**config.mk**
```make
export PLATFORM = sky130hd
export DESIGN_NAME = dp_reservation_station
export DESIGN_NICKNAME = d
export VERILOG_FILES = /design/src/rtl/dp_reservation_station_pkg.sv /design/src/rtl/dp_reservation_station_alu.sv /design/src/rtl/dp_reservation_station.sv
export SDC_FILE = /design/constraint.sdc
export NUM_CORES = 2
export LEC_CHECK = 0
export CAP_MARGIN = 20
export CORE_MARGIN = 5
export CORE_UTILIZATION = 25
export CTS_BUF_LIST = sky130_fd_sc_hd__clkbuf_4 sky130_fd_sc_hd__clkbuf_8
export CTS_CLUSTER_SIZE = 10
export DETAILED_ROUTE_END_ITERATION = 16
export PLACE_DENSITY = 0.43
export SETUP_SLACK_MARGIN = 0.3
export SYNTH_ARGS = -nofsm -noshare
export SYNTH_HDL_FRONTEND = slang
export SYNTH_SLANG_ARGS = --single-unit
```
**constraint.sdc**
```tcl
create_clock -name CLK -period 4.5 [get_ports CLK]
set_input_delay 0.9 -clock CLK [delete_from_list [all_inputs] [get_ports CLK]]
set_output_delay 0.9 -clock CLK [all_outputs]
set_load 0.03 [all_outputs]
```
**src/rtl/dp_reservation_station_pkg.sv**
```systemverilog
// Shared definitions for the DP reservation station: CDB channel layout,
// ALU opcodes, ROB tag width and a channel packing helper.
package dp_reservation_station_pkg;

    localparam int TAGW   = 3;
    localparam int XLEN   = 32;
    localparam int CH_W   = 36;
    localparam int NUM_CH = 4;

    // Field positions inside one 36-bit CDB channel
    localparam int VALUE_HI  = 35;
    localparam int VALUE_LO  = 4;
    localparam int VALID_BIT = 3;
    localparam int TAG_HI    = 2;
    localparam int TAG_LO    = 0;

    // Channel offsets on the 144-bit bus; a higher index means higher wakeup priority
    localparam int CH_OFF [NUM_CH] = '{0, 36, 72, 108};   // DP, MEM, MUL, FP

    typedef enum logic [2:0] {
        ALU_ADD = 3'd0,
        ALU_SUB = 3'd1,
        ALU_AND = 3'd2,
        ALU_OR  = 3'd3,
        ALU_XOR = 3'd4,
        ALU_SLL = 3'd5,
        ALU_SRL = 3'd6,
        ALU_SLT = 3'd7
    } alu_op_e;

    // Result of snooping the CDB for one producing tag
    typedef struct packed {
        logic            hit;
        logic [XLEN-1:0] value;
    } snoop_t;

    // Build a valid CDB channel word from a result and its ROB tag
    function automatic logic [CH_W-1:0] cdb_pack(input logic [XLEN-1:0] value,
                                                  input logic [TAG_HI:TAG_LO] tag);
        logic [CH_W-1:0] ch;
        ch                     = '0;
        ch[VALUE_HI:VALUE_LO]  = value;
        ch[VALID_BIT]          = 1'b1;
        ch[TAG_HI:TAG_LO]      = tag;
        return ch;
    endfunction

endpackage

```
**src/rtl/dp_reservation_station_alu.sv**
```systemverilog
// Single-cycle combinational integer ALU for the DP functional unit.
module dp_alu
    import dp_reservation_station_pkg::*;
(
    input  logic [2:0]  op,
    input  logic [31:0] a,
    input  logic [31:0] b,
    output logic [31:0] result
);

    // Opcode decode; shifts use only the low five bits of b
    always_comb begin
        result = '0;
        case (alu_op_e'(op))
            ALU_ADD: result = a + b;
            ALU_SUB: result = a - b;
            ALU_AND: result = a & b;
            ALU_OR:  result = a | b;
            ALU_XOR: result = a ^ b;
            ALU_SLL: result = a << b[4:0];
            ALU_SRL: result = a >> b[4:0];
            ALU_SLT: result = {31'b0, ($signed(a) < $signed(b))};
            default: result = '0;
        endcase
    end

endmodule

```
**src/rtl/dp_reservation_station.sv**
```systemverilog
// Reservation station for the DP unit: holds issued instructions, snoops
// all four CDB channels for missing operands, dispatches the lowest ready
// entry to the ALU and registers the result onto the DP CDB channel.
module dp_reservation_station #(
    parameter int ENTRIES = 4,
    parameter int TAGW    = dp_reservation_station_pkg::TAGW
) (
    input  logic            CLK,
    input  logic            Reset,
    input  logic            issue,
    input  logic [2:0]      issue_op,
    input  logic [TAGW-1:0] issue_tag,
    input  logic [31:0]     issue_vj,
    input  logic [31:0]     issue_vk,
    input  logic [TAGW-1:0] issue_qj,
    input  logic [TAGW-1:0] issue_qk,
    input  logic            issue_rj,
    input  logic            issue_rk,
    input  logic [143:0]    CDB,
    output logic            rs_full,
    output logic [35:0]     CDB_DP
);
    import dp_reservation_station_pkg::*;

    localparam int IDXW = $clog2(ENTRIES);

    // Entry array, one vector per field
    logic [ENTRIES-1:0] busy_reg;
    logic [ENTRIES-1:0] rj_reg;
    logic [ENTRIES-1:0] rk_reg;
    logic [2:0]         op_reg  [ENTRIES];
    logic [TAGW-1:0]    tag_reg [ENTRIES];
    logic [XLEN-1:0]    vj_reg  [ENTRIES];
    logic [XLEN-1:0]    vk_reg  [ENTRIES];
    logic [TAGW-1:0]    qj_reg  [ENTRIES];
    logic [TAGW-1:0]    qk_reg  [ENTRIES];

    logic [ENTRIES-1:0] ready_vec;
    logic [IDXW-1:0]    free_idx;
    logic [IDXW-1:0]    sel_idx;
    logic               alloc;
    logic               dispatch;
    logic [XLEN-1:0]    alu_result;
    snoop_t             wake_j [ENTRIES];
    snoop_t             wake_k [ENTRIES];
    snoop_t             byp_j;
    snoop_t             byp_k;

    // Scan channels in ascending order so the highest matching channel wins
    function automatic snoop_t snoop(input logic [TAGW-1:0] q, input logic [NUM_CH*CH_W-1:0] bus);
        snoop_t          s;
        logic [CH_W-1:0] ch;
        s = '0;
        for (int c = 0; c < NUM_CH; c++) begin
            ch = bus[CH_OFF[c] +: CH_W];
            if (ch[VALID_BIT] && (ch[TAG_LO +: TAGW] == q)) begin
                s.hit   = 1'b1;
                s.value = ch[VALUE_HI:VALUE_LO];
            end
        end
        return s;
    endfunction

    // Per-entry wakeup comparators against every CDB channel
    for (genvar gi = 0; gi < ENTRIES; gi++) begin : g_wake
        assign wake_j[gi] = snoop(qj_reg[gi], CDB);
        assign wake_k[gi] = snoop(qk_reg[gi], CDB);
    end

    // Same-cycle bypass for operands arriving unready at issue
    assign byp_j = snoop(issue_qj, CDB);
    assign byp_k = snoop(issue_qk, CDB);

    // Fullness comes from registered busy bits only, so a same-cycle dispatch cannot admit an issue
    assign rs_full   = &busy_reg;
    assign ready_vec = busy_reg & rj_reg & rk_reg;
    assign alloc     = issue & ~rs_full;
    assign dispatch  = |ready_vec;

    // Fixed-priority encoders: lowest free entry for allocation, lowest ready entry for dispatch
    always_comb begin
        free_idx = '0;
        sel_idx  = '0;
        for (int i = ENTRIES - 1; i >= 0; i--) begin
            if (!busy_reg[i]) free_idx = IDXW'(i);
            if (ready_vec[i]) sel_idx  = IDXW'(i);
        end
    end

    dp_alu u_alu (
        .op     (op_reg[sel_idx]),
        .a      (vj_reg[sel_idx]),
        .b      (vk_reg[sel_idx]),
        .result (alu_result)
    );

    // Busy bits: set on allocation, cleared on dispatch, discarded on reset
    always_ff @(posedge CLK or posedge Reset) begin
        if (Reset) begin
            busy_reg <= '0;
        end else begin
            for (int i = 0; i < ENTRIES; i++) begin
                if (alloc && (free_idx == IDXW'(i))) begin
                    busy_reg[i] <= 1'b1;
                end else if (dispatch && (sel_idx == IDXW'(i))) begin
                    busy_reg[i] <= 1'b0;
                end
            end
        end
    end

    // Entry payload: written on allocation, operands captured on wakeup; only meaningful while busy
    always_ff @(posedge CLK) begin
        for (int i = 0; i < ENTRIES; i++) begin
            if (alloc && (free_idx == IDXW'(i))) begin
                op_reg[i]  <= issue_op;
                tag_reg[i] <= issue_tag;
                qj_reg[i]  <= issue_qj;
                qk_reg[i]  <= issue_qk;
                vj_reg[i]  <= issue_rj ? issue_vj : byp_j.value;
                vk_reg[i]  <= issue_rk ? issue_vk : byp_k.value;
                rj_reg[i]  <= issue_rj | byp_j.hit;
                rk_reg[i]  <= issue_rk | byp_k.hit;
            end else if (busy_reg[i]) begin
                if (!rj_reg[i] && wake_j[i].hit) begin
                    vj_reg[i] <= wake_j[i].value;
                    rj_reg[i] <= 1'b1;
                end
                if (!rk_reg[i] && wake_k[i].hit) begin
                    vk_reg[i] <= wake_k[i].value;
                    rk_reg[i] <= 1'b1;
                end
            end
        end
    end

    // DP channel output: one-cycle pulse per dispatch, zero otherwise
    always_ff @(posedge CLK or posedge Reset) begin
        if (Reset) begin
            CDB_DP <= '0;
        end else if (dispatch) begin
            CDB_DP <= cdb_pack(alu_result, tag_reg[sel_idx]);
        end else begin
            CDB_DP <= '0;
        end
    end

endmodule

```
==> impl_metrics.csv <==
group,metric,value,unit
drt,wire_per_inst,29.7,um
pwr,pwr-share-seq,14.2,%
floorplan,design.core.area,0.139,mm^2
critical_path,timing.critical_path.mode_cell,"a211oi_2",
critical_path,cpMaxStageDelayCell,"edfxtp_1",
placement,dp.cells,6670,
clock_tree,clock-root-buffer,"clkbuf_8",
logic_synthesis,synth-edff-count,312,
global_route,first_global_vias,37200,
placement,gp_congestion,0.973,
global_route,gr-usage-all-layers,26.2,%
pwr,power_leakage,15.9,nW
logic_synthesis,synth_area_leader_cell,"edfxtp_1",
floorplan,io_pins,262,
placement,placed_cell_area,0.0423,mm^2
pwr,combPwrFrac,74.1,%
drt,dr_total_vias,39300,
logic_synthesis,synthCells,4590,
floorplan,die-area,0.147,mm^2
drt,wl,203000,um
logic_synthesis,synth.net_count,4914,
worst_hold_path,hold_path_class,"reg2reg",
critical_path,critPathArrivalTime,4950,ps
floorplan,placementRows,137,
timing,tightestPinTransition,1010,ps
drt,drc,0,
global_route,antenna_found_initial,13,
critical_path,rr_endpoint,"CDB_DP[35]",
timing,rsz0062_at_grt,"yes",
clock_tree,clk_pin_slew_worst_paths,60,ps
drt,via_per_inst,5.75,
logic_synthesis,syn-mean-instance-area,7.60,um^2
critical_path,reg2reg_slack,190,ps
timing,period_minus_slack,4310,ps
timing,timing.final.crit_share,95.8,%
critical_path,critical_path.top_delay_family,"compound AO/OA/AOI/OAI gates",
critical_path,required,5140,ps
critical_path,critPathBufInv,4,
finish,drive_gt1_share,18.3,%
timing,maxSlewHeadroom,32.5,%
critical_path,path_class,"reg2reg",
pwr,power.density,708,mW/mm^2
logic_synthesis,netlist_top_cells_area,"edfxtp_1, nand2_1, a221oi_1, nor2_1, o31ai_1",
critical_path,end_kind,"register",
logic_synthesis,ys_ff_latch,352,
pwr,ir_drop,0.000429,V
clock_tree,cts_sinks,352,
clock_tree,cts_inserted_buffers,71,
critical_path,max_stage_delay,490,ps
logic_synthesis,ys.flop_type,"edfxtp_1",
logic_synthesis,yosys_warnings,0,
finish,synthToLayoutAreaGrowth,29.1,%
flow_run,cap_violations,0,
clock_tree,insertion_delay,770,ps
finish,finalNonFillerCells,6835,
finish,fillers,14700,
placement,io_buffers,261,
pwr,p_int,15.3,mW
global_route,grt_max_degree,66,
critical_path,path_max_fanout,6,
logic_synthesis,synth.distinct_cells,91,
logic_synthesis,yosys-top-cells-count,"nand2_1, nor2_1, clkbuf_1, o21ai_0, edfxtp_1",
critical_path,worstRegToRegCells,19,
logic_synthesis,synth_area,0.0349,mm^2
timing,max_freq,232,MHz
critical_path,worstSetupStartpoint,"rj_reg[2]",
critical_path,r2r-start,"rj_reg[2]",
pwr,sw_frac_of_total,51.9,%
logic_synthesis,async_reset_ff_share,11.4,%
pwr,p_clk_share,11.6,%
timing,slew_viol_final,0,
logic_synthesis,netlist.area_leader.share,26.9,%
timing,setup_slack,190,ps
critical_path,endpoint,"CDB_DP[35]",
drt,drt-pass1-iter-count,8,
logic_synthesis,seq_area_frac_synth,29.7,%
critical_path,cp-start-kind,"register",
placement,dp_slack,-234,ps
floorplan,initial_core_util,25.1,%
timing,skew,61.7,ps
timing,fin_worst_hold_slack,537,ps
drt,drtIter0Drc,4956,
pwr,power,31.9,mW
global_route,grt_pass1_wl,283000,um
global_route,grt-ovfl-total,0,
critical_path,cp.depth,19,
timing,setup_viol,0,
finish,post-route-util,32.4,%
timing,final-hold-violation-count,0,
pwr,power.switching,16.5,mW
placement,hpwl,148000,um
floorplan,die-height,383,um
critical_path,worstPathCellList,"nand3_4 > a21oi_4 > nor2_4 > buf_12 > mux2i_4 > a21oi_2 > buf_4 > ha_4 > or3_4 > buf_6 > nor4b_4 > a221oi_4 > a21oi_2 > buf_6 > o2111ai_4 > a211oi_2 > a211oi_2 > o2111a_1 > a211oi_2",
clock_tree,cts_max_level,3,
floorplan,dieWidth,383,um
finish,final_nets,5223,
drt,detail-route-antenna-nets,0,
clock_tree,cts_tree,"done",
status,status,"finished, final reports clean",
finish,finalInstanceArea,0.0450,mm^2
logic_synthesis,synth.most_common_cell,"nand2_1",
clock_tree,clk_path_buf_depth,3,
timing,tns,0,ps
[layer usage]
layer / track usage, % / share of wire, % / vias to the layer above
met1: 36.6 / 43 / 19000
met4: 9.72 / 4.4 / 6
met2: 40.0 / 43 / 2279
li1: - / - / 17600
met3: 5.03 / 9.1 / 440
met5: 0 / 0.021 / -
[worst min-delay path, cell delays in order, from the launching register on]
cell,delay (ps)
edfxtp_1,360
nand2_1,70
a31oi_1,80
[layout make-up]
type | count | area [um^2] | area share (%)
antenna | 7 | 17.5 | 0.0389
clock buffer | 94 | 1170 | 2.61
clock inverter | 32 | 347 | 0.770
inverter | 101 | 384 | 0.853
multi-input combinational | 3584 | 23100 | 51.2
sequential | 352 | 10400 | 23.0
tap | 1876 | 2350 | 5.21
timing repair buffer | 789 | 7320 | 16.3
[power groups by stage]
stage | Sequential, mW | Combinational, mW | Clock, mW
after detailed placement | 4.58 | 21.2 | 0
after floorplan | 4.69 | 11.7 | 0
after global placement | 4.59 | 21.3 | 0
after global routing | 4.57 | 24.7 | 3.92
final | 4.54 | 23.6 | 3.70
after CTS | 4.52 | 21.6 | 3.79
[what timing repair did]
item | CTS | global route
resized for setup | 39 | 156
setup endpoints to repair | 22 | 27
cloned | 1 | 3
hold buffers | 0 | 0
pin swaps | 8 | 97
hold endpoints to repair | 0 | 0
buffers inserted | 7 | 21
[layout by cell type, fill, tap and decap left out, drive strengths merged, types with 105 or more instances in the layout]
cell           count
buf              528
edfxtp           312
o21ai            378
a221oi           274
inv              105
o31ai            260
a21oi            285
clkdlybuf4s50    259
nor2             539
nand2            681
mux2i            160
[cells by family after synthesis]
logic type	count (synthesis)	share of synthesized area, %
AO/OA/AOI/OAI	1591	31.1
AND/OR/NAND/NOR	1558	19.0
buffers and inverters	655	7.43
flip-flops	352	29.7
multiplexers	172	5.04
XOR/XNOR	163	4.09
adder cells (fa/ha/maj)	99	3.59
[worst min path at each step]
| stage | startpoint | endpoint | slack [ps] | cells past startpoint |
|---|---|---|---|---|
| 2_1_floorplan | tag_reg[1][0] | CDB_DP[0] | 510 | 2 |
| 3_3_place_gp | tag_reg[0][1] | CDB_DP[1] | 550 | 2 |
| 3_5_place_dp | tag_reg[1][1] | CDB_DP[1] | 550 | 2 |
| 4_1_cts | Reset | CDB_DP[3] | 480 | 2 |
| 5_1_grt | Reset | CDB_DP[3] | 540 | 2 |
| 6_report | tag_reg[1][1] | CDB_DP[1] | 540 | 2 |
Power figures use the tool's default switching activity.
